## src/rtl/nic.sv

```systemverilog
// Network interface: one-entry input buffer plus CPU-writable output channel.
// Define NIC_OUT_FIFO_EN to make the output channel a 2-entry FIFO (default: single entry).
module nic #(
    parameter int DATA_WIDTH = 64
) (
    input  logic                  clk,
    input  logic                  reset,
    input  logic [0:1]            addr,
    input  logic [0:DATA_WIDTH-1] d_in,
    output logic [0:DATA_WIDTH-1] d_out,
    input  logic                  nicEn,
    input  logic                  nicWrEn,
    input  logic                  net_si,
    output logic                  net_ro,
    input  logic [0:DATA_WIDTH-1] net_di,
    output logic                  net_so,
    input  logic                  net_ri,
    output logic [0:DATA_WIDTH-1] net_do
);

    localparam logic [0:1] AddrInBuf  = 2'b00;
    localparam logic [0:1] AddrInStat = 2'b01;
    localparam logic [0:1] AddrOutBuf = 2'b10;
    localparam logic [0:1] AddrOutStat = 2'b11;

    // Status words carry their flag in the last (least significant) bit position.
    function automatic logic [0:DATA_WIDTH-1] statusWord(input logic flag);
        return {{(DATA_WIDTH-1){1'b0}}, flag};
    endfunction

    logic                  inFull;
    logic [0:DATA_WIDTH-1] inBuf;
    logic                  outFull;
    logic                  cpuRead;
    logic                  cpuWrite;
    logic                  outEnq;
    logic                  outDeq;

    assign cpuRead  = nicEn && !nicWrEn;
    assign cpuWrite = nicEn && nicWrEn;
    assign net_ro   = !inFull;
    assign outEnq   = cpuWrite && (addr == AddrOutBuf) && !outFull;
    assign outDeq   = net_so && net_ri;

    always_ff @(posedge clk or negedge reset) begin
        if (!reset) begin
            d_out  <= '0;
            inFull <= 1'b0;
            inBuf  <= '0;
        end else begin
            if (cpuRead) begin
                case (addr)
                    AddrInBuf:   d_out <= inFull ? inBuf : '0;
                    AddrInStat:  d_out <= statusWord(inFull);
                    AddrOutStat: d_out <= statusWord(outFull);
                    default:     d_out <= '0;
                endcase
            end
            // net_ro is low while full, so a freeing read never coincides with a landing packet.
            if (cpuRead && (addr == AddrInBuf) && inFull)
                inFull <= 1'b0;
            if (net_si && net_ro) begin
                inBuf  <= net_di;
                inFull <= 1'b1;
            end
        end
    end

`ifdef NIC_OUT_FIFO_EN
    logic [1:0]            outCnt;
    logic [0:DATA_WIDTH-1] outBuf0;
    logic [0:DATA_WIDTH-1] outBuf1;

    assign outFull = (outCnt == 2'd2);
    assign net_so  = (outCnt != 2'd0);
    assign net_do  = outBuf0;

    // outBuf0 is always the head; a dequeue shifts outBuf1 forward.
    always_ff @(posedge clk or negedge reset) begin
        if (!reset) begin
            outCnt  <= 2'd0;
            outBuf0 <= '0;
            outBuf1 <= '0;
        end else begin
            case ({outEnq, outDeq})
                2'b11: outBuf0 <= (outCnt == 2'd1) ? d_in : outBuf1;
                2'b01: begin
                    outBuf0 <= outBuf1;
                    outBuf1 <= '0;
                    outCnt  <= outCnt - 2'd1;
                end
                2'b10: begin
                    if (outCnt == 2'd0)
                        outBuf0 <= d_in;
                    else
                        outBuf1 <= d_in;
                    outCnt <= outCnt + 2'd1;
                end
                default: ;
            endcase
        end
    end
`else
    logic                  outValid;
    logic [0:DATA_WIDTH-1] outBuf;

    assign outFull = outValid;
    assign net_so  = outValid;
    assign net_do  = outBuf;

    always_ff @(posedge clk or negedge reset) begin
        if (!reset) begin
            outValid <= 1'b0;
            outBuf   <= '0;
        end else if (outEnq) begin
            outBuf   <= d_in;
            outValid <= 1'b1;
        end else if (outDeq) begin
            outValid <= 1'b0;
        end
    end
`endif

endmodule
```

## config.mk

```make
export PLATFORM = sky130hd
export DESIGN_NAME = nic
export DESIGN_NICKNAME = d
export VERILOG_FILES = /design/src/rtl/nic.sv
export SDC_FILE = /design/constraint.sdc
export NUM_CORES = 1
export LEC_CHECK = 0
export ABC_AREA = 1
export CORE_MARGIN = 4
export CORE_UTILIZATION = 24
export DETAILED_ROUTE_END_ITERATION = 6
export GPL_TIMING_DRIVEN = 0
export PLACE_DENSITY = 0.5
export SLEW_MARGIN = 0
export SYNTH_ARGS = -nofsm -noshare
export SYNTH_HDL_FRONTEND = slang
export SYNTH_SLANG_ARGS = --single-unit
```

## constraint.sdc

```tcl
create_clock -name clk -period 3.1 [get_ports clk]
set_clock_uncertainty 0.15 [all_clocks]
set_input_delay 0.465 -clock clk [delete_from_list [all_inputs] [get_ports clk]]
set_output_delay 0.465 -clock clk [all_outputs]
set_load 0.02 [all_outputs]
```

Word level (Yosys, flattened, before mapping)
Index checks and enable logic that the tools add are counted.
Widths: inputs -> output; s select.
Cells by class
  eq/ne operators: 3
  mux-type cells: 6
  reduce and logical (&&, ||, !) cells: 14
Operator list (count)
  $pmux 64 s3: 1
  $mux 64: 1
  $logic_and 1x1->1: 8
  $eq 2x2->1 const B: 2
  $mux 1: 4
  $reduce_bool 2->1: 2
  $logic_not 1->1: 3
  $eq 2x1->1 const B: 1
  $logic_not 2->1: 1
Word-level totals
  register bits after elaboration: 194
  input port bits: 136
  output and inout bits: 130
  logic and storage cells: 28

Depth between registers and ports, before layout
Gate-level depths: netlist (run 1).
  depth in word-level cells: 6
  depth in mapped cells: 8
  gate-level depth less buffers: 6

Worst setup path after synthesis (run 1)
OpenSTA, ideal clock, no wires.
  kind: register -> output
  from: register inFull
  to: output port net_ro
  data arrival time: 0.817 ns
  required time: 2.485 ns
  slack: 1.668 ns
  cell stages (with the launch flop): 3
  cells stage by stage: dfrtp_1 > inv_1 > clkbuf_1
On the way
  cells in the longest elaborated chain, start to end: 1
Ends and longest elaborated chain
  start: declaration: line 31  | logic inFull;
  start signal: assignment: line 48  | inFull <= 1'b0;
  start signal: assignment: line 61  | inFull <= 1'b0;
  start signal: assignment: line 64  | inFull <= 1'b1;
  $logic_not 1->1: line 41  | assign net_ro = !inFull;
  end: declaration: line 14  | output logic net_ro,
Every way passes these cells.

Worst setup path after layout (run 1)
Ends and elaborated chain as after synthesis.

==> metrics.cfg, run 1 <==
[outcome]
status=finished, final reports clean

[cts]
cts_tree=built
cts_root_buf=clkbuf_16
clock_sinks=194
clock_path_buffers=2
clk_latency_ns=0.43
clk_pin_slew_worst_paths_ns=0.07
cts_buffers=17
post_cts_resized=0
htreeDepth=4

[yosys]
ys_ff_latch=194
synth_fp_nets=988
synth_enable_flop_cells=0
synth_area_mm2=0.00767
synthTopCellsByArea=dfrtp_1, nand2_1, nand3_1
yosysWarnings=0
synth.most_common_cell=nand2_1
synth_compound_area_frac=0.0432
ys_types=17
netlist_instances=852
muxShareOfSynthArea=0
synth_area_leader_cell=dfrtp_1
synth_top_area_share=0.633
synth-async-reset-ratio=1.00
ys_seq_area_frac=0.633
synth_adder_area_share=0
syn_avg_cell_area_um2=9.00
synthSimpleGateAreaFrac=0.281
synth_top_family_by_area=simple AND/OR/NAND/NOR gates
ys.flop_type=dfrtp_1
synth_xor_area_frac=0
netlist_top_cells_count=nand2_1, dfrtp_1, nand3_1

[finish]
nNetsFinal=1274
post-route-util=0.363
fin_cells=1555
drive_above_1_share=0.0599
multi_input_area_mm2=0.00248
fillers=3280
seq_area_mm2=0.00485
area_delta_synth_final_pct=49.3

[die]
start_util=0.243
dieWidth_um=187
die_area_mm2=0.0349
io_pins=266
core-area_mm2=0.0316
fp-row-count=65
die-height_um=187

[timing]
post-route-period-util=0.838
slew_headroom=0.527
slew_viol_final=0
hold_viol=0
finalSetupViolations=0
fmax_mhz=385
rsz0062_at_grt=false
finalCriticalPeriod_ns=2.60
worst_slack_ns=0.504
worst_slew_pin_slew_ns=0.709

[global_route]
grt.overflow.total=0
antenna_found_initial=4
grt_max_degree=109
grt_pass1_wl_um=40500
grt_usage=0.149
grt_pass1_vias=6718

[detailed_routing]
route.met2.wl_um=13200
postRouteAntennaNets=0
vias_per_cell=4.35
routed.top_layer=met5
met3_length_um=900
dr.pass1.iters=4
route.detailed.drc=0
wl_met1_um=11400
drt-initial-drc-count=421
wl_per_cell_um=16.9
vias=6771
drt-total-wl_um=26300

[power_and_ir_drop]
powerDensity_mw_per_mm2=635
swShare=0.306
clkPwrFrac=0.308
power_switching_mw=2.22
seqPwrFrac=0.452
ir_drop_uv=353
combinationalPowerShare=0.239
internal_power_mw=5.05
p_leak_nw=5.29

[min_path]
holdPathStages=2
min_path_type=reg -> reg
min_from=net_do[33]

[placement]
numPortBuffers=265
hpwlAfterDp_um=19200
dp.cells=1520
place_ws_ns=0.729
place_congestion=0.788

[critical_path]
startpoint_type=flip-flop
path_max_fanout=10
cp.arrival_ns=1.98
rr_worst_depth=5
critical_path_class=reg -> out
cp-end-kind=output pin
worstPathRequired_ns=2.48
r2r_start=inFull
startpoint=inFull

[job]
maxCapViolCount=0

## cell families after synthesis
family,count (synthesis)
buf+inv,66
simple gates,526
compound gates,66
flops,194
## area by class of cell
class | instances | share of cell area
Multi-Input combinational cell | 592 | 0.217
Clock inverter | 11 | 0.0115
Antenna cell | 2 | 0.000437
Inverter | 6 | 0.00197
Sequential cell | 194 | 0.424
Buffer | 60 | 0.0271
Tap cell | 402 | 0.0439
Clock buffer | 21 | 0.0393
Timing Repair Buffer | 267 | 0.235
## final timing paths
path | to | slack [ns]
max | net_ro | 0.50
min | net_do[33] | 0.32
max reg2reg | inBuf[41] | 1.34
min reg2reg | net_do[33] | 0.32
max in group asynchronous | d_out[60] | 1.33
min in group asynchronous | net_do[15] | 0.47
## per-stage QoR
| step | setup TNS, ns | hold WS (ns) | total power [mW] | instance area, µm² |
|---|---|---|---|---|
| 3_5_place_dp | 0 | 0.307 | 5.11 | 10900 |
| 3_3_place_gp | -1421.43 | 0.304 | 5.09 | 10800 |
| 5_1_grt | 0 | 0.332 | 7.67 | 11500 |
| 6_report | 0 | 0.319 | 7.28 | 11500 |
| 2_1_floorplan | 0 | 0.0194 | 4.10 | 7670 |
| 4_1_cts | 0 | 0.325 | 7.39 | 11500 |
## placed cells by master, fill, tap and decap left out, types with 3 or more instances in the layout
cell	count
buf_1	10
buf_2	26
buf_6	6
clkbuf_1	19
clkbuf_16	17
clkdlybuf4s50_1	264
clkinv_4	4
clkinvlp_4	3
dfrtp_1	194
inv_1	5
nand2_1	391
nand3_1	128
nor2_1	4
o21ai_0	40
o21ai_1	24
## power groups by stage
stage | combinational [mW] | sequential, mW | clock, mW
CTS | 1.78 | 3.29 | 2.31
global route | 1.91 | 3.35 | 2.41
floorplan | 0.488 | 3.61 | 0
detailed placement | 1.77 | 3.33 | 0
finish | 1.74 | 3.29 | 2.24
global placement | 1.75 | 3.33 | 0
## worst max-delay path, cell delays in order (launching register included)
cell,delay (ns)
dfrtp_1,0.41
inv_1,0.09
clkbuf_1,0.36
clkdlybuf4s50_1,0.69
## per-layer routing
layer / up-vias / track usage
met5: - / 0
met4: 4 / 0.0543
met3: 40 / 0.0266
met2: 160 / 0.256
met1: 3267 / 0.189
li1: 3300 / -
## registers in the layout (all words and copies together), names as in the netlist
register,count
inBuf,64
d_out,64
net_do,64
net_so,1
inFull,1
## repair_timing
| action | CTS | global route |
|---|---|---|
| setup endpoints to repair | 0 | 0 |
| endpoints found under the hold margin | 86 | 0 |
| hold buffers | 1 | 0 |
| buffers inserted | 0 | 0 |
Note: power is estimated with default switching activity, not from simulation.
==> inputs of run 2 (changes only) <==
Clock period 3.1 ns to 2.4 ns, I/O delays scaled along.
==> metrics.cfg, run 2 (synthesis gave the netlist of run 1 again) <==
[cts]
clock_path_buffers=2
cts_root_buf=clkbuf_16
cts_buffers=17
clk_pin_slew_worst_paths_ns=0.08
htreeDepth=4
clk_latency_ns=0.43
clock_sinks=194
post_cts_buffers=0
cts_tree=built
post_cts_resized=0

[global_route]
grt_max_degree=109
antenna_found_initial=4
grt_use_met3=0.0266
grt.overflow.total=0
use_met2=0.256
grt_pass1_wl_um=40600
busiest_layer=met2
grt_usage=0.149
grt_pass1_vias=6717
met1_usage=0.189

[timing]
post-route-period-util=0.957
hold_viol=0
worst_slew_pin_slew_ns=0.698
finalCriticalPeriod_ns=2.30
slew_headroom=0.535
fmax_mhz=435
slew_viol_final=0
holdWs_ns=0.301
rsz0062_at_grt=false
finalSetupViolations=0

[die]
core-area_mm2=0.0316
io_pins=266
start_util=0.243
die-height_um=187
dieWidth_um=187
die_area_mm2=0.0349
fp-row-count=65

[critical_path]
crit_buf_inv=2
worstPathRequired_ns=1.89
cp_slowest_stage_delay_ns=0.68
startpoint_type=flip-flop
critical_path_class=reg -> out
r2r_start=inFull
path_delay_family=buffers and inverters
path_max_fanout=12
slowest_stage=clkdlybuf4s50_1
cp.arrival_ns=1.79
startpoint=inFull
path_cells=inv_1, clkdlybuf4s50_1
cp-end-kind=output pin

[finish]
stdcell_area_mm2=0.0115
final_cell_mix=nand2_1, clkdlybuf4s50_1, dfrtp_1, nand3_1, o21ai_0
layout_commonest_cell=nand2_1
nNetsFinal=1273
area_delta_synth_final_pct=49.3
drive_above_1_share=0.0600

[power_and_ir_drop]
p_leak_nw=5.29
power_switching_mw=2.86
ir_drop_uv=454
powerDensity_mw_per_mm2=820
seqPwrFrac=0.453
clkPwrFrac=0.308
swShare=0.305
internal_power_mw=6.53
combinationalPowerShare=0.239

[placement]
place_congestion=0.788
hpwlAfterDp_um=19200
numPortBuffers=265
dpl_cell_area_mm2=0.0109

[min_path]
min_from=d_in[9]
min_path_type=in -> reg

[job]
maxCapViolCount=0

[detailed_routing]
route.detailed.drc=0
wl_per_cell_um=16.9
drt-initial-drc-count=410
vias=6771
postRouteAntennaNets=0
drt-total-wl_um=26200
vias_per_cell=4.36
dr.pass1.iters=4

[outcome]
status=finished, final reports clean

## run 2: per-stage QoR
stage | setup slack [ns] | TNS [ns] | util | total power [mW] | instances
after floorplan | 1.05 | 0 | - | 5.29 | 852
after global placement | -7.95 | -1536.86 | 0.343 | 6.57 | 1519
after detailed placement | 0.134 | 0 | 0.344 | 6.60 | 1520
after CTS | 0.0501 | 0 | 0.363 | 9.54 | 1552
after global routing | 0.0163 | 0 | 0.363 | 9.91 | 1554
final | 0.103 | 0 | 0.363 | 9.39 | 1554
## run 2: worst register-to-register path: stages (launching register included)
cell and delay, ns:
dfrtp_1 0.41, inv_1 0.28, buf_2 0.34, clkbuf_1 0.52, nand3_1 0.15, nand2_1 0.10
## run 2: metal layers
layer	wire [µm]	up-vias
met4	704	4
met5	40	-
met1	11400	3265
met3	897	37
met2	13200	164
li1	-	3301
## run 2: cell type report
class	count	area, µm²
antenna	2	5.00
buffer	59	307
clock buffer	21	450
clock inverter	11	131
fill	3280	20100
inverter	6	22.5
multi-input combinational	592	2480
sequential	194	4850
tap	402	503
timing repair buffer	267	2700
## run 2: final timing paths
path,slack [ns],cells after the start,endpoint
max,0.10,2,net_ro
min,0.30,3,net_do[9]
max reg2reg,0.39,5,inBuf[41]
min reg2reg,0.32,2,net_do[33]
max in group asynchronous,0.71,3,inBuf[62]
min in group asynchronous,0.38,2,net_do[15]
## run 2: what timing repair did
action                                 4_1_cts  5_1_grt
hold buffers                                 1        0
setup endpoints to repair                    1        0
endpoints found under the hold margin       86        0
## run 2: power by group through the flow
| stage | combinational (mW) | clock [mW] | sequential [mW] |
|---|---|---|---|
| floorplan | 0.631 | 0 | 4.66 |
| global placement | 2.27 | 0 | 4.31 |
| detailed placement | 2.29 | 0 | 4.31 |
| CTS | 2.30 | 2.99 | 4.25 |
| global route | 2.46 | 3.11 | 4.33 |
| finish | 2.25 | 2.89 | 4.25 |
